==> src/rtl/datapath_bird_pkg.sv <==
`default_nettype none
// +--------------------------------------------------------------------+
// | datapath_bird_pkg : control codes, colours and datapath FSM states |
// | Rev 1.0                                                            |
// +--------------------------------------------------------------------+
package datapath_bird_pkg;

  typedef logic [3:0] code_t;

  // Codes issued by the bird control FSM
  localparam code_t B_START   = 4'b0000;
  localparam code_t B_RAISING = 4'b0001;
  localparam code_t B_FALLING = 4'b0010;
  localparam code_t B_STOP    = 4'b0011;
  localparam code_t B_DRAW    = 4'b0100;
  localparam code_t B_DEL     = 4'b1111;
  localparam code_t B_UPDATE  = 4'b1110;

  localparam logic [2:0] BIRD_COLOUR = 3'b110;
  localparam logic [2:0] BG_COLOUR   = 3'b000;

  typedef enum logic [1:0] {
    S_IDLE  = 2'b00,
    S_ERASE = 2'b01,
    S_PAINT = 2'b10,
    S_WAIT  = 2'b11
  } dp_state_e;

  function automatic logic is_motion(input code_t c);
    return (c[3:2] == 2'b00);
  endfunction

  function automatic int coord_w(input int size);
    return (size > 1) ? $clog2(size) : 1;
  endfunction

endpackage

`default_nettype wire

==> src/rtl/datapath_bird_if.sv <==
`default_nettype none
// +--------------------------------------------------------------------+
// | datapath_bird_if : controller <-> bird datapath and pixel bus      |
// | Rev 1.0                                                            |
// +--------------------------------------------------------------------+
interface datapath_bird_if;
  import datapath_bird_pkg::*;

  code_t      state_in;
  logic       press_key;
  logic       pipe_hit;
  logic       step;
  logic       flag;
  logic       touched;
  logic [7:0] x;
  logic [6:0] y;
  logic [2:0] colour;
  logic       plot;

  modport master (
    output state_in, press_key, pipe_hit,
    input  step, flag, touched, x, y, colour, plot
  );

  modport slave (
    input  state_in, press_key, pipe_hit,
    output step, flag, touched, x, y, colour, plot
  );

endinterface

`default_nettype wire

==> src/rtl/datapath_bird_sprite_sweeper.sv <==
`default_nettype none
// +--------------------------------------------------------------------+
// | sprite_sweeper : raster-order SIZE x SIZE offset generator         |
// | Rev 1.0                                                            |
// +--------------------------------------------------------------------+
module sprite_sweeper
  import datapath_bird_pkg::*;
#(
  parameter int SIZE = 4,
  parameter int CW   = coord_w(SIZE)
) (
  input  logic          clk,
  input  logic          reset,
  input  logic          start_i,
  output logic [CW-1:0] cx_o,
  output logic [CW-1:0] cy_o,
  output logic          active_o,
  output logic          last_o
);

  localparam int            IW       = 2 * CW;
  localparam logic [IW-1:0] LAST_IDX = IW'(SIZE * SIZE - 1);

  logic [IW-1:0] idx_q, idx_d;
  logic          active_q, active_d;

  // idx names the pixel being emitted this cycle; start_i emits pixel 0
  always_comb begin
    idx_d    = idx_q;
    active_d = active_q;
    if (start_i || active_q) begin
      if (idx_q == LAST_IDX) begin
        idx_d    = '0;
        active_d = 1'b0;
      end else begin
        idx_d    = idx_q + IW'(1);
        active_d = 1'b1;
      end
    end
  end

  always_ff @(posedge clk) begin
    if (reset) begin
      idx_q    <= '0;
      active_q <= 1'b0;
    end else begin
      idx_q    <= idx_d;
      active_q <= active_d;
    end
  end

  assign cx_o     = idx_q[CW-1:0];
  assign cy_o     = idx_q[IW-1:CW];
  assign active_o = active_q;
  assign last_o   = (idx_q == LAST_IDX);

endmodule

`default_nettype wire

==> src/rtl/datapath_bird.sv <==
`default_nettype none
// +--------------------------------------------------------------------+
// | datapath_bird : erase / move / redraw datapath for the bird sprite |
// | Rev 1.0                                                            |
// +--------------------------------------------------------------------+
module datapath_bird
  import datapath_bird_pkg::*;
#(
  parameter int X_POS       = 40,
  parameter int Y_START     = 60,
  parameter int SIZE        = 4,
  parameter int Y_TOP_LIMIT = 10,
  parameter int GROUND_Y    = 116,
  parameter int RISE_STEP   = 2,
  parameter int FALL_STEP   = 1
) (
  input  logic           clk,
  input  logic           reset,
  datapath_bird_if.slave dp_io
);

  localparam int         CW      = coord_w(SIZE);
  localparam logic [7:0] FLOOR_Y = 8'(GROUND_Y - SIZE);

  dp_state_e  state_q;
  logic [6:0] bird_y_q;
  code_t      mode_q;
  logic       step_q;
  logic       flag_q;
  logic       touched_q;
  logic       plot_q;
  logic [7:0] x_q;
  logic [6:0] y_q;
  logic [2:0] colour_q;

  logic [CW-1:0] sw_cx;
  logic [CW-1:0] sw_cy;
  logic          sw_active;
  logic          sw_last;

  logic       w_start;
  logic       w_sweep;
  logic       w_paint;
  logic [7:0] w_y_ext;
  logic [7:0] w_y_sum;
  logic [6:0] bird_y_d;

  assign w_start = (state_q == S_IDLE) &&
                   ((dp_io.state_in == B_DEL) || (dp_io.state_in == B_DRAW));
  assign w_sweep = w_start || sw_active;
  assign w_paint = (state_q == S_IDLE) ? (dp_io.state_in == B_DRAW)
                                       : (state_q == S_PAINT);

  sprite_sweeper #(
    .SIZE (SIZE),
    .CW   (CW)
  ) u_sweeper (
    .clk      (clk),
    .reset    (reset),
    .start_i  (w_start),
    .cx_o     (sw_cx),
    .cy_o     (sw_cy),
    .active_o (sw_active),
    .last_o   (sw_last)
  );

  // One bit of headroom so rising and falling saturate instead of wrapping
  assign w_y_ext = {1'b0, bird_y_q};
  assign w_y_sum = w_y_ext + 8'(FALL_STEP);

  always_comb begin
    bird_y_d = bird_y_q;
    case (mode_q)
      B_RAISING: bird_y_d = (w_y_ext >= 8'(RISE_STEP)) ? 7'(w_y_ext - 8'(RISE_STEP)) : 7'd0;
      B_FALLING: bird_y_d = (w_y_sum > FLOOR_Y) ? 7'(FLOOR_Y) : 7'(w_y_sum);
      B_START:   bird_y_d = 7'(Y_START);
      default:   bird_y_d = bird_y_q;
    endcase
  end

  always_ff @(posedge clk) begin
    if (reset) begin
      state_q   <= S_IDLE;
      bird_y_q  <= 7'(Y_START);
      mode_q    <= B_START;
      step_q    <= 1'b0;
      flag_q    <= 1'b0;
      touched_q <= 1'b0;
      plot_q    <= 1'b0;
      x_q       <= '0;
      y_q       <= '0;
      colour_q  <= '0;
    end else begin
      step_q    <= 1'b0;
      plot_q    <= w_sweep;
      flag_q    <= (bird_y_q <= 7'(Y_TOP_LIMIT));
      touched_q <= (mode_q == B_STOP) ? dp_io.press_key
                 : (dp_io.pipe_hit || ((w_y_ext + 8'(SIZE)) >= 8'(GROUND_Y)));
      if (w_sweep) begin
        x_q      <= 8'(X_POS) + 8'(sw_cx);
        y_q      <= bird_y_q + 7'(sw_cy);
        colour_q <= w_paint ? BIRD_COLOUR : BG_COLOUR;
      end
      case (state_q)
        S_IDLE: begin
          if (w_start) begin
            if (sw_last) begin
              state_q <= S_WAIT;
              step_q  <= 1'b1;
            end else begin
              state_q <= (dp_io.state_in == B_DRAW) ? S_PAINT : S_ERASE;
            end
          end else begin
            // Single-cycle commands; unknown codes fall through to a bare step
            state_q <= S_WAIT;
            step_q  <= 1'b1;
            if (dp_io.state_in == B_UPDATE) begin
              bird_y_q <= bird_y_d;
            end else if (is_motion(dp_io.state_in)) begin
              mode_q <= dp_io.state_in;
            end
          end
        end
        S_ERASE, S_PAINT: begin
          if (sw_last) begin
            state_q <= S_WAIT;
            step_q  <= 1'b1;
          end
        end
        S_WAIT:  state_q <= S_IDLE;
        default: state_q <= S_IDLE;
      endcase
    end
  end

  assign dp_io.step    = step_q;
  assign dp_io.flag    = flag_q;
  assign dp_io.touched = touched_q;
  assign dp_io.plot    = plot_q;
  assign dp_io.x       = x_q;
  assign dp_io.y       = y_q;
  assign dp_io.colour  = colour_q;

endmodule

`default_nettype wire

==> src/flat_wrapper.sv <==
// flat-port wrapper written by rule: the top's interface ports become plain ports
module datapath_bird_flat import datapath_bird_pkg::*;
#(
  parameter int X_POS       = 40,
  parameter int Y_START     = 60,
  parameter int SIZE        = 4,
  parameter int Y_TOP_LIMIT = 10,
  parameter int GROUND_Y    = 116,
  parameter int RISE_STEP   = 2,
  parameter int FALL_STEP   = 1
)
  (clk, reset, dp_io_state_in, dp_io_press_key, dp_io_pipe_hit, dp_io_step, dp_io_flag, dp_io_touched, dp_io_x, dp_io_y, dp_io_colour, dp_io_plot);
  datapath_bird_if dp_io_i ();
  input  logic clk;
  input  logic reset;
  input wire logic [$bits(dp_io_i.state_in)-1:0] dp_io_state_in;
  input wire logic [$bits(dp_io_i.press_key)-1:0] dp_io_press_key;
  input wire logic [$bits(dp_io_i.pipe_hit)-1:0] dp_io_pipe_hit;
  output wire logic [$bits(dp_io_i.step)-1:0] dp_io_step;
  output wire logic [$bits(dp_io_i.flag)-1:0] dp_io_flag;
  output wire logic [$bits(dp_io_i.touched)-1:0] dp_io_touched;
  output wire logic [$bits(dp_io_i.x)-1:0] dp_io_x;
  output wire logic [$bits(dp_io_i.y)-1:0] dp_io_y;
  output wire logic [$bits(dp_io_i.colour)-1:0] dp_io_colour;
  output wire logic [$bits(dp_io_i.plot)-1:0] dp_io_plot;
  assign dp_io_i.state_in = dp_io_state_in;
  assign dp_io_i.press_key = dp_io_press_key;
  assign dp_io_i.pipe_hit = dp_io_pipe_hit;
  assign dp_io_step = dp_io_i.step;
  assign dp_io_flag = dp_io_i.flag;
  assign dp_io_touched = dp_io_i.touched;
  assign dp_io_x = dp_io_i.x;
  assign dp_io_y = dp_io_i.y;
  assign dp_io_colour = dp_io_i.colour;
  assign dp_io_plot = dp_io_i.plot;
  datapath_bird #(.X_POS(X_POS), .Y_START(Y_START), .SIZE(SIZE), .Y_TOP_LIMIT(Y_TOP_LIMIT), .GROUND_Y(GROUND_Y), .RISE_STEP(RISE_STEP), .FALL_STEP(FALL_STEP)) u_core (.clk(clk), .reset(reset), .dp_io(dp_io_i));
endmodule
==> config.mk <==
export PLATFORM = sky130hd
export DESIGN_NAME = datapath_bird_flat
export DESIGN_NICKNAME = d
export VERILOG_FILES = /design/src/rtl/datapath_bird_pkg.sv /design/src/rtl/datapath_bird_if.sv /design/src/rtl/datapath_bird_sprite_sweeper.sv /design/src/rtl/datapath_bird.sv /design/src/flat_wrapper.sv
export SDC_FILE = /design/constraint.sdc
export NUM_CORES = 1
export LEC_CHECK = 0
export CORE_AREA = 2 2 70 72
export DETAILED_ROUTE_END_ITERATION = 16
export DIE_AREA = 0 0 72 74
export GPL_TIMING_DRIVEN = 0
export PLACE_DENSITY = 0.69
export SETUP_SLACK_MARGIN = 0.4
export SYNTH_ARGS = -nofsm -noshare
export SYNTH_HDL_FRONTEND = slang
export SYNTH_SLANG_ARGS = --single-unit
==> constraint.sdc <==
create_clock -name clk -period 4.47 [get_ports clk]
set_input_delay 0.6705 -clock clk [delete_from_list [all_inputs] [get_ports clk]]
set_output_delay 0.6705 -clock clk [all_outputs]
set_load 0.01 [all_outputs]
==> results_tabular.tex, run 1 <==
\begin{tabular}{lr}
\hline
Metric & Value \\
\hline
\multicolumn{2}{l}{\textbf{Flow run}} \\
Number of max-cap violations & 0 \\
\multicolumn{2}{l}{\textbf{STA}} \\
Min Tclk post-route & 2.346 ns \\
Setup repair after global routing missed its margin & false \\
Highest attainable clock frequency & 426.2 MHz \\
Slew Viols, Final & 0 \\
Worst-Margin Slew & 0.5945 ns \\
Aggregate negative setup slack & 0 ns \\
Share of the clock period used by the worst path after layout & 0.5249 \\
Normalized max-slew margin & 0.6022 \\
Number of endpoints failing setup at the final stage & 0 \\
Final hold violation count & 0 \\
Final Skew & 0.005676 ns \\
\multicolumn{2}{l}{\textbf{Logic synthesis}} \\
Fraction of registers with async set/reset & 0 \\
Sequential element share of the synthesized area & 0.3329 \\
Distinct cell type count of the synthesized netlist & 50 \\
Gate Count Post-Synth & 240 \\
Avg Cell Area, Syn & 8.268 um\^{}2 \\
Post-synthesis instance area & 0.001984 mm\^{}2 \\
Yosys warns & 0 \\
Number of flops mapped to enable cells by yosys & 0 \\
Post-synthesis register bit count & 33 \\
Main synth FF type & sky130\_fd\_sc\_hd\_\_dfxtp\_1 \\
\multicolumn{2}{l}{\textbf{Critical path}} \\
Required arrival time at the worst endpoint & 4.68 ns \\
Category of the most critical setup path & in2reg \\
Setup slack of the worst register-to-register path & 2.30 ns \\
Startpoint of the most critical setup path & dp\_io\_state\_in[3] \\
Launch instance of the worst register-to-register path & u\_core.bird\_y\_q[0] \\
Kind of end point of the critical path & flip-flop \\
Worst path arrival time & 2.56 ns \\
Critical Path Sink & u\_core.dp\_io.y[2] \\
Path depth of the worst reg2reg path & 6 \\
Worst reg2reg path endpoint & u\_core.bird\_y\_q[4] \\
Crit Path Max Fanout & 10 \\
Category of the worst setup path launch point & input pin \\
\multicolumn{2}{l}{\textbf{Clock tree}} \\
TritonCTS clock tree & done \\
Clock buffer count from CTS & 5 \\
Resized cells post-CTS & 0 \\
Clock transition at path regs & 0.07 ns \\
Total setup buffers inserted after CTS & 0 \\
Worst-skew pair later-pin latency & 0.29 ns \\
Maximum buffer depth of the clock tree & 2 \\
\# hold bufs at CTS & 0 \\
Deepest level of the CTS H-tree & 2 \\
Num Clock Sinks & 33 \\
Clock root buffer master & sky130\_fd\_sc\_hd\_\_clkbuf\_8 \\
\multicolumn{2}{l}{\textbf{Global routing}} \\
Maximum number of pins on one net before global-route repair & 12 \\
Global route overflow & 0 \\
Via count of the first global-routing pass & 1687 \\
Global-route wire length before repair & 7596 um \\
Initial antenna violation count & 0 \\
Overall fraction of global-route tracks in use & 0.1807 \\
\multicolumn{2}{l}{\textbf{Detailed routing}} \\
Routed length per placed instance & 13.17 um \\
Number of nets with antenna violations after detailed routing & 0 \\
Residual DRC count & 0 \\
Total via count after detailed routing & 1760 \\
DR pass1 iterations & 4 \\
Per-cell via count in the routed design & 5.350 \\
Violation count after the first detailed-routing iteration & 92 \\
Wire length reported by the detailed router & 4333 um \\
\multicolumn{2}{l}{\textbf{Final layout}} \\
Final layout net count & 294 \\
Fraction of layout instances using a drive strength above 1 & 0.1200 \\
Synthesis-to-finish area growth & 21.82\% \\
Total area of multi-input combinational cells & 0.001134 mm\^{}2 \\
Filler Cell Count & 458 \\
Number of antenna cells inserted & 0 \\
Cell area after layout & 0.002417 mm\^{}2 \\
Flip-flop and latch area & 660.6 um\^{}2 \\
\multicolumn{2}{l}{\textbf{Pwr}} \\
VDD IR max & 0.0001811 V \\
Leakage power & 0.0009532 uW \\
Pwr per Cell Area & 363.3 mW/mm\^{}2 \\
Overall power of the completed layout & 878.2 uW \\
\multicolumn{2}{l}{\textbf{Floorplan}} \\
Width of the die & 72 um \\
Top Ports & 30 \\
Core area & 0.004598 mm\^{}2 \\
Die ar. & 0.005328 mm\^{}2 \\
Vertical die dimension & 74 um \\
Starting utilization of the core area & 0.4316 \\
Site Rows & 25 \\
\multicolumn{2}{l}{\textbf{Placed design}} \\
Gpl congestion & 0.8707 \\
Total placed instance area & 0.002297 mm\^{}2 \\
Dpl hpwl & 3218 um \\
Port-buffer cells & 23 \\
\multicolumn{2}{l}{\textbf{Min path}} \\
Worst min-delay path category & reg2reg \\
Worst hold path startpoint & u\_core.dp\_io.x[0] \\
\multicolumn{2}{l}{\textbf{Outcome}} \\
Run status & finished, final reports clean \\
\hline
\end{tabular}
==> sequential cells by signal, summed over array words and instances, names as in the netlist <==
name / flops
u_core.mode_q: 4
u_core.dp_io.touched: 1
u_core.state_q: 2
u_core.dp_io.plot: 1
u_core.dp_io.step: 1
u_core.dp_io.colour: 1
u_core.bird_y_q: 7
u_core.dp_io.y: 7
u_core.u_sweeper.active_o: 1
u_core.u_sweeper.idx_q: 4
u_core.dp_io.x: 3
u_core.dp_io.flag: 1
==> worst max-delay path: stages <==
cell	delay, ns
sky130_fd_sc_hd__clkdlybuf4s50_1	0.46
sky130_fd_sc_hd__or3_1	0.42
sky130_fd_sc_hd__a21oi_2	0.23
sky130_fd_sc_hd__or2_1	0.14
sky130_fd_sc_hd__buf_2	0.22
sky130_fd_sc_hd__buf_4	0.21
sky130_fd_sc_hd__nand2_1	0.06
sky130_fd_sc_hd__a21oi_1	0.14
==> layout by cell type (no fill, tap or decap), types with 4 or more instances in the layout <==
| cell type | n |
|---|---|
| sky130_fd_sc_hd__nor3_1 | 13 |
| sky130_fd_sc_hd__dfxtp_1 | 33 |
| sky130_fd_sc_hd__nor2_1 | 24 |
| sky130_fd_sc_hd__o21ai_0 | 6 |
| sky130_fd_sc_hd__nand3_1 | 8 |
| sky130_fd_sc_hd__a21oi_1 | 17 |
| sky130_fd_sc_hd__clkdlybuf4s50_1 | 23 |
| sky130_fd_sc_hd__xnor2_1 | 5 |
| sky130_fd_sc_hd__conb_1 | 5 |
| sky130_fd_sc_hd__buf_6 | 5 |
| sky130_fd_sc_hd__ha_1 | 11 |
| sky130_fd_sc_hd__clkbuf_8 | 7 |
| sky130_fd_sc_hd__inv_1 | 10 |
| sky130_fd_sc_hd__buf_4 | 9 |
| sky130_fd_sc_hd__and2_1 | 5 |
| sky130_fd_sc_hd__nand2_1 | 27 |
| sky130_fd_sc_hd__or3_1 | 4 |
| sky130_fd_sc_hd__a211oi_1 | 8 |
| sky130_fd_sc_hd__nor4_1 | 6 |
==> routing by layer <==
| layer | track usage | vias up | wire length, um | part of all wire |
|---|---|---|---|---|
| met5 | 0 | - | 0 | 0 |
| met4 | 0.08805 | 0 | 72 | 0.017 |
| met3 | 0.03388 | 7 | 192 | 0.044 |
| met2 | 0.3004 | 45 | 2020 | 0.47 |
| met1 | 0.2273 | 807 | 2047 | 0.47 |
| li1 | - | 901 | - | - |
==> where the power goes <==
group	total (uW)	internal, uW	switching (uW)
clock network	300	181	119
registers	348	326	21.7
logic	230	111	119
==> cell type report <==
cell class                      instances  area share
Tap cell                               54     0.02795
Timing Repair Buffer                   23     0.09524
Buffer                                 20     0.06936
Multi-Input combinational cell        181      0.4689
Clock buffer                            6     0.03416
Sequential cell                        33      0.2733
Inverter                               10     0.01553
Clock inverter                          2     0.01553
==> cells by family (layout without fill, tap and decap cells) <==
kind of cell / count (synthesis) / count (layout) / share of synthesized area
simple gates: 103 / 103 / 0.2623
compound gates: 51 / 51 / 0.1734
flops: 33 / 33 / 0.3329
buf+inv: 30 / 61 / 0.1034
fa+ha+maj: 12 / 12 / 0.07944
xor+xnor: 7 / 7 / 0.03090
mux: 3 / 3 / 0.01576
other cells: 1 / 5 / 0.001890
==> Yosys cell counts, drive strengths merged, types with 2 or more instances <==
| cell | number | area [um^2] |
|---|---|---|
| a211oi | 8 | 60.06 |
| a21oi | 18 | 93.84 |
| a221oi | 2 | 17.52 |
| a311oi | 2 | 17.52 |
| a31oi | 2 | 12.51 |
| and2 | 5 | 31.28 |
| and3 | 2 | 12.51 |
| buf | 16 | 133.9 |
| clkbuf | 3 | 21.27 |
| dfxtp | 33 | 660.6 |
| ha | 11 | 137.6 |
| inv | 10 | 37.54 |
| mux2i | 2 | 20.02 |
| nand2 | 27 | 101.4 |
| nand2b | 4 | 27.53 |
| nand3 | 8 | 40.04 |
| nor2 | 24 | 90.09 |
| nor2b | 2 | 15.02 |
| nor3 | 14 | 75.07 |
| nor4 | 6 | 37.54 |
| nor4b | 2 | 17.52 |
| o21ai | 9 | 45.04 |
| o22ai | 2 | 12.51 |
| o31ai | 3 | 41.29 |
| or3 | 6 | 47.54 |
| xnor2 | 5 | 43.79 |
| xor2 | 2 | 17.52 |
==> how the worst min path moves through the flow <==
stage	endpoint	slack, ns	cells past startpoint
2_1_floorplan	u_core.u_sweeper.idx_q[1]	0.46	2
3_5_place_dp	u_core.dp_io.x[1]	0.44	2
4_1_cts	u_core.dp_io.x[0]	0.45	2
6_report	u_core.dp_io.x[0]	0.45	2
5_1_grt	u_core.dp_io.y[0]	0.47	2
3_3_place_gp	u_core.dp_io.x[1]	0.44	2
==> through the flow <==
| step | hold slack (ns) | util | cells | worst slack [ns] |
|---|---|---|---|---|
| after global routing | 0.4671 | 0.5257 | 329 | 1.961 |
| after global placement | 0.4381 | 0.4996 | 321 | 1.861 |
| after floorplan | 0.4617 | - | 244 | 2.516 |
| after CTS | 0.4550 | 0.5257 | 329 | 2.136 |
| after detailed placement | 0.4448 | 0.4996 | 321 | 1.830 |
| final | 0.4478 | 0.5257 | 329 | 2.124 |
No activity file was read; power rests on OpenSTA's default activity.
==> run 2: changes to the inputs <==
Settings changed: PLACE_DENSITY 0.69 to 0.71.
Clock period 4.47 ns to 2.1 ns, I/O delays scaled along.
==> results_tabular.tex, run 2 (same netlist as run 1, synthesis figures left out) <==
\begin{tabular}{lr}
\hline
Metric & Value \\
\hline
\multicolumn{2}{l}{\textbf{Placed design}} \\
Dpl hpwl & 3121 um (-3.0\%) \\
Count of placed standard cells including taps & 321 (unchanged) \\
Gpl congestion & 0.8867 (+1.8\%) \\
Port-buffer cells & 23 (unchanged) \\
Total placed instance area & 0.002305 mm\^{}2 (+0.33\%) \\
\multicolumn{2}{l}{\textbf{STA}} \\
Tightest hold margin & 0.3620 ns (-0.08585 ns) \\
Setup repair after global routing missed its margin & true \\
Number of endpoints failing setup at the final stage & 0 (unchanged) \\
Highest attainable clock frequency & 573.0 MHz \\
Final hold violation count & 0 (unchanged) \\
Slew Viols, Final & 0 (unchanged) \\
Share of the clock period used by the worst path after layout & 0.8311 \\
Min Tclk post-route & 1.745 ns \\
Final Skew & 0.01063 ns (+0.004953 ns) \\
Normalized max-slew margin & 0.6082 (+0.005991) \\
Worst-Margin Slew & 0.5877 ns (-0.006790 ns) \\
\multicolumn{2}{l}{\textbf{Critical path}} \\
Crit Path Max Fanout & 6 (-4) \\
CP max stage cell & sky130\_fd\_sc\_hd\_\_dfxtp\_4 \\
Delay contributed by the slowest stage of the critical path & 0.40 ns (-0.06 ns) \\
Required arrival time at the worst endpoint & 2.28 ns (-2.40 ns) \\
Path depth of the worst reg2reg path & 6 (unchanged) \\
Sequence of cells on the critical path & ha\_4 > and2\_4 > nor3\_4 > o31ai\_4 > o211ai\_1 > a221o\_1 \\
Kind of end point of the critical path & flip-flop \\
Worst path arrival time & 1.93 ns (-0.63 ns) \\
Category of the most critical setup path & reg2reg \\
Category of the worst setup path launch point & flip-flop \\
\multicolumn{2}{l}{\textbf{Global routing}} \\
Initial antenna violation count & 0 (unchanged) \\
Overall fraction of global-route tracks in use & 0.1868 (+0.006167) \\
Global route overflow & 0 (unchanged) \\
Maximum number of pins on one net before global-route repair & 13 (+1) \\
Via count of the first global-routing pass & 1677 (-0.59\%) \\
Global-route wire length before repair & 7769 um (+2.3\%) \\
\multicolumn{2}{l}{\textbf{Clock tree}} \\
Num Clock Sinks & 33 (unchanged) \\
Clock root buffer master & sky130\_fd\_sc\_hd\_\_clkbuf\_8 \\
\# hold bufs at CTS & 0 (unchanged) \\
TritonCTS clock tree & done \\
Clock buffer count from CTS & 5 (unchanged) \\
Worst-skew pair later-pin latency & 0.29 ns (about the same) \\
Clock transition at path regs & 0.08 ns (about the same) \\
Maximum buffer depth of the clock tree & 2 (unchanged) \\
Deepest level of the CTS H-tree & 2 (unchanged) \\
\multicolumn{2}{l}{\textbf{Detailed routing}} \\
Routed length per placed instance & 13.97 um (+6.1\%) \\
Total via count after detailed routing & 1869 (+6.2\%) \\
Wire length reported by the detailed router & 4821 um (+11\%) \\
Per-cell via count in the routed design & 5.417 (+1.3\%) \\
DR pass1 iterations & 5 (+1) \\
Residual DRC count & 0 (unchanged) \\
Number of nets with antenna violations after detailed routing & 0 (unchanged) \\
Violation count after the first detailed-routing iteration & 125 (+36\%) \\
\multicolumn{2}{l}{\textbf{Final layout}} \\
Flip-flop and latch area & 674.4 um\^{}2 (+2.1\%) \\
Filler Cell Count & 408 (-11\%) \\
Most frequent cells in the layout & sky130\_fd\_sc\_hd\_\_dfxtp\_1, sky130\_fd\_sc\_hd\_\_nand2\_1, sky130\_fd\_sc\_hd\_\_nor2\_1 \\
Final layout net count & 310 (+5.4\%) \\
Most common cell after layout, fill and taps aside & sky130\_fd\_sc\_hd\_\_dfxtp\_1 \\
Total area of multi-input combinational cells & 0.001280 mm\^{}2 (+13\%) \\
Fraction of layout instances using a drive strength above 1 & 0.2680 (+0.1480) \\
Synthesis-to-finish area growth & 36.95\% \\
Cell area after layout & 0.002718 mm\^{}2 (+12\%) \\
Number of antenna cells inserted & 0 (unchanged) \\
Final std cells w/o fill & 345 (+4.9\%) \\
\multicolumn{2}{l}{\textbf{Pwr}} \\
Net Sw Frac & 0.3059 (+0.01038) \\
Switching power of the nets & 588.7 uW (+130\%) \\
VDD IR max & 0.0003759 V (+110\%) \\
Register share of total power & 0.387 (-0.009) \\
Internal Pwr Total & 1336 uW (+120\%) \\
Combinational Power Share & 0.295 (+0.033) \\
Clock power share & 0.318 (-0.024) \\
Leakage power & 0.001079 uW (+13\%) \\
Pwr per Cell Area & 708.3 mW/mm\^{}2 (+95\%) \\
\multicolumn{2}{l}{\textbf{Floorplan}} \\
Core area & 0.004598 mm\^{}2 (unchanged) \\
Top Ports & 30 (unchanged) \\
Site Rows & 25 (unchanged) \\
Die ar. & 0.005328 mm\^{}2 (unchanged) \\
Vertical die dimension & 74 um (unchanged) \\
Starting utilization of the core area & 0.4316 (unchanged) \\
Width of the die & 72 um (unchanged) \\
\multicolumn{2}{l}{\textbf{Outcome}} \\
Run status & finished, final reports clean \\
\multicolumn{2}{l}{\textbf{Min path}} \\
WHS Path Cells & 3 (+1) \\
Worst min-delay path category & in2reg \\
\multicolumn{2}{l}{\textbf{Flow run}} \\
Number of max-cap violations & 0 (unchanged) \\
\hline
\end{tabular}
==> run 2: stage by stage <==
step                      power, uW  utilization  worst slack [ns]  setup TNS (ns)
after floorplan                1070            -            0.3653               0
after global placement         1229       0.5012           -0.1511          -1.220
after detailed placement       1238       0.5012           -0.1598          -1.364
after CTS                      1903       0.5731            0.3429               0
after global routing           2025       0.5910            0.2951               0
final                          1925       0.5910            0.3547               0
==> run 2: path summary, 6_finish.rpt <==
check / startpoint / end / slack, ns
worst max register to register: u_core.bird_y_q[1] / u_core.bird_y_q[4] / 0.35
worst min register to register: u_core.dp_io.x[1] / u_core.dp_io.x[1] / 0.45
worst min-delay path: reset / u_core.bird_y_q[6] / 0.36
worst max-delay path: u_core.bird_y_q[1] / u_core.bird_y_q[4] / 0.35
==> run 2: layout make-up <==
| cell class | instances | area share |
|---|---|---|
| multi-input combinational | 181 | 0.4710 |
| sequential | 33 | 0.2482 |
| timing repair buffer | 39 | 0.1335 |
| buffer | 20 | 0.06630 |
| clock buffer | 5 | 0.02532 |
| tap | 54 | 0.02486 |
| clock inverter | 3 | 0.01703 |
| inverter | 10 | 0.01381 |
==> run 2: power groups by stage <==
stage | Sequential, uW | Clock (uW) | Combinational, uW
2_1_floorplan | 767 | 0 | 303
3_3_place_gp | 754 | 0 | 475
3_5_place_dp | 757 | 0 | 481
4_1_cts | 742 | 626 | 535
5_1_grt | 752 | 650 | 623
6_report | 745 | 611 | 568
==> run 2: timing repair <==
action,in CTS,in global routing
setup buffers,13,3
pin swaps,9,13
endpoints found under the setup margin,19,18
gates resized for setup,29,15
hold endpoints to repair,0,0
==> run 2: metal layers <==
layer  GRT usage  vias up  share of wire
met5           0        -              0
met2      0.3066       73           0.49
li1            -      938              -
met1      0.2408      852           0.43
met4     0.06499        0         0.0091
met3     0.04743        6          0.074
==> run 2: worst max-delay path, delay by kind of cell, from the launching register on <==
family	cells	cell delay [ns]
and+or+nand+nor	2	0.24
AOI/OAI and AO/OA	3	0.84
adders and majority gates	1	0.16
DFF	1	0.40
==> run 3: changes to the inputs <==
Clock period 2.1 ns to 1.5 ns, I/O delays scaled along.
==> results_tabular.tex, run 3 (same netlist as run 1, synthesis figures left out) <==
\begin{tabular}{lr}
\hline
Metric & Value \\
\hline
\multicolumn{2}{l}{\textbf{Clock tree}} \\
Deepest level of the CTS H-tree & 2 (unchanged) \\
Worst-skew pair later-pin latency & 0.30 ns (about the same) \\
Maximum buffer depth of the clock tree & 2 (unchanged) \\
Clock transition at path regs & 0.08 ns (about the same) \\
TritonCTS clock tree & done \\
Num Clock Sinks & 33 (unchanged) \\
\# hold bufs at CTS & 0 (unchanged) \\
Clock buffer count from CTS & 5 (unchanged) \\
Clock root buffer master & sky130\_fd\_sc\_hd\_\_clkbuf\_8 \\
\multicolumn{2}{l}{\textbf{Final layout}} \\
Most common cell after layout, fill and taps aside & sky130\_fd\_sc\_hd\_\_buf\_6 \\
Most frequent cells in the layout & sky130\_fd\_sc\_hd\_\_buf\_6, sky130\_fd\_sc\_hd\_\_buf\_4, sky130\_fd\_sc\_hd\_\_nand2\_1 \\
Filler Cell Count & 299 (-27\%) \\
Cell area after layout & 0.003433 mm\^{}2 (+26\%) \\
Final layout net count & 344 (+11\%) \\
Final std cells w/o fill & 379 (+9.9\%) \\
Number of antenna cells inserted & 0 (unchanged) \\
Synthesis-to-finish area growth & 73.01\% \\
Fraction of layout instances using a drive strength above 1 & 0.5846 (+0.3166) \\
\multicolumn{2}{l}{\textbf{STA}} \\
Min Tclk post-route & 1.826 ns (+0.08047 ns) \\
Setup repair after global routing missed its margin & true \\
Normalized max-slew margin & 0.5262 (-0.08192) \\
Highest attainable clock frequency & 547.7 MHz (-4.4\%) \\
Crit path setup slack, layout & -0.3258 ns (-0.6805 ns) \\
Worst-Margin Slew & 0.7106 ns (+0.1229 ns) \\
Final Skew & 0.007380 ns (-0.003248 ns) \\
Final hold violation count & 0 (unchanged) \\
Slew Viols, Final & 0 (unchanged) \\
Share of the clock period used by the worst path after layout & 1.217 (+0.3861) \\
Number of endpoints failing setup at the final stage & 15 (+15) \\
\multicolumn{2}{l}{\textbf{Floorplan}} \\
Die ar. & 0.005328 mm\^{}2 (unchanged) \\
Top Ports & 30 (unchanged) \\
Site Rows & 25 (unchanged) \\
Starting utilization of the core area & 0.4316 (unchanged) \\
Core area & 0.004598 mm\^{}2 (unchanged) \\
Vertical die dimension & 74 um (unchanged) \\
Width of the die & 72 um (unchanged) \\
\multicolumn{2}{l}{\textbf{Critical path}} \\
Category of the worst setup path launch point & flip-flop \\
Worst path arrival time & 2.01 ns (+0.08 ns) \\
Delay contributed by the slowest stage of the critical path & 0.43 ns (+0.03 ns) \\
Required arrival time at the worst endpoint & 1.69 ns (-0.59 ns) \\
Crit Path Max Fanout & 5 (-1) \\
Kind of end point of the critical path & flip-flop \\
Sequence of cells on the critical path & ha\_4 > and2\_4 > nor3\_4 > o31ai\_4 > o211ai\_1 > a221o\_1 \\
CP max stage cell & sky130\_fd\_sc\_hd\_\_dfxtp\_4 \\
Category of the most critical setup path & reg2reg \\
\multicolumn{2}{l}{\textbf{Pwr}} \\
Internal Pwr Total & 2328 uW (+74\%) \\
Overall power of the completed layout & 3440 uW (+79\%) \\
Net Sw Frac & 0.3234 (+0.01753) \\
Clock power share & 0.284 (-0.034) \\
Combinational Power Share & 0.410 (+0.115) \\
Switching power of the nets & 1113 uW (+89\%) \\
Pwr per Cell Area & 1002 mW/mm\^{}2 (+41\%) \\
Register share of total power & 0.306 (-0.081) \\
Leakage power & 0.001389 uW (+29\%) \\
VDD IR max & 0.0005704 V (+52\%) \\
\multicolumn{2}{l}{\textbf{Global routing}} \\
Initial antenna violation count & 0 (unchanged) \\
Global route overflow & 0 (unchanged) \\
Global-route wire length before repair & 9190 um (+18\%) \\
Overall fraction of global-route tracks in use & 0.2215 (+0.03468) \\
Via count of the first global-routing pass & 1919 (+14\%) \\
Maximum number of pins on one net before global-route repair & 12 (-1) \\
\multicolumn{2}{l}{\textbf{Detailed routing}} \\
Number of nets with antenna violations after detailed routing & 0 (unchanged) \\
Residual DRC count & 0 (unchanged) \\
Total via count after detailed routing & 2116 (+13\%) \\
Violation count after the first detailed-routing iteration & 122 (-2.4\%) \\
Per-cell via count in the routed design & 5.583 (+3.1\%) \\
DR pass1 iterations & 4 (-1) \\
Wire length reported by the detailed router & 6766 um (+40\%) \\
Routed length per placed instance & 17.85 um (+28\%) \\
\multicolumn{2}{l}{\textbf{Placed design}} \\
Port-buffer cells & 23 (unchanged) \\
Dpl hpwl & 3225 um (+3.3\%) \\
Total placed instance area & 0.002462 mm\^{}2 (+6.8\%) \\
Gpl congestion & 0.8799 (-0.77\%) \\
Count of placed standard cells including taps & 321 (unchanged) \\
\multicolumn{2}{l}{\textbf{Min path}} \\
Worst min-delay path category & in2reg \\
\multicolumn{2}{l}{\textbf{Outcome}} \\
Run status & complete, but fails checks \\
Violations in the final reports & setup timing \\
\multicolumn{2}{l}{\textbf{Flow run}} \\
Number of max-cap violations & 0 (unchanged) \\
\hline
\end{tabular}
[run 3: layout make-up]
class	count	area, um^2	share of cell area
plain buffers	20	191.4	0.05576
clock buffers	6	93.84	0.02733
clock inverters	2	35.03	0.01020
inverters	10	48.80	0.01421
multi-input cells	181	1619	0.4716
flip-flops and latches	33	690.7	0.2012
well taps	54	67.56	0.01968
repair buffers	73	686.9	0.2001
[run 3: path summary, 6_finish.rpt]
| check | from | endpoint | slack, ns | depth (start not counted) |
|---|---|---|---|---|
| max reg2reg | u_core.bird_y_q[1] | u_core.bird_y_q[4] | -0.33 | 6 |
| min reg2reg | u_core.dp_io.y[0] | u_core.dp_io.y[0] | 0.46 | 2 |
| min | reset | u_core.bird_y_q[6] | 0.29 | 3 |
| max | u_core.bird_y_q[1] | u_core.bird_y_q[4] | -0.33 | 6 |
[run 3: worst max-delay path, delay by kind of cell, from the launching register on]
| kind | cells | cell delay [ns] |
|---|---|---|
| compound gates | 3 | 0.86 |
| fa+ha+maj | 1 | 0.18 |
| simple gates | 2 | 0.24 |
| flops | 1 | 0.43 |
[run 3: what timing repair did]
action,4_1_cts,5_1_grt
buffers inserted,26,22
cloned,2,0
pin swaps,28,38
resized for setup,107,76
endpoints found under the hold margin,0,0
setup endpoints to repair,50,49
[run 3: metal layers]
| metal | vias up | global-route usage | wire, um |
|---|---|---|---|
| li1 | 1001 | - | - |
| met1 | 1018 | 0.2782 | 2679 |
| met2 | 82 | 0.3765 | 3561 |
| met3 | 15 | 0.04336 | 372 |
| met4 | 0 | 0.09015 | 152 |
| met5 | - | 0 | 0 |
[run 3: stage by stage]
step	util	TNS, ns	hold slack (ns)	worst slack (ns)
floorplan	-	-0.4864	0.3722	-0.2328
global placement	0.5355	-12.47	0.4427	-0.6063
detailed placement	0.5355	-12.54	0.4467	-0.6155
CTS	0.6620	-1.327	0.2572	-0.2720
global route	0.7467	-3.027	0.2932	-0.3796
finish	0.7467	-2.057	0.2853	-0.3258
[run 3: power groups by stage]
stage / Sequential [uW] / Combinational [uW] / Clock (uW)
detailed placement: 1070 / 802 / 0
finish: 1050 / 1410 / 977
floorplan: 1080 / 546 / 0
global placement: 1060 / 798 / 0
global route: 1060 / 1500 / 1010
CTS: 1050 / 1080 / 971
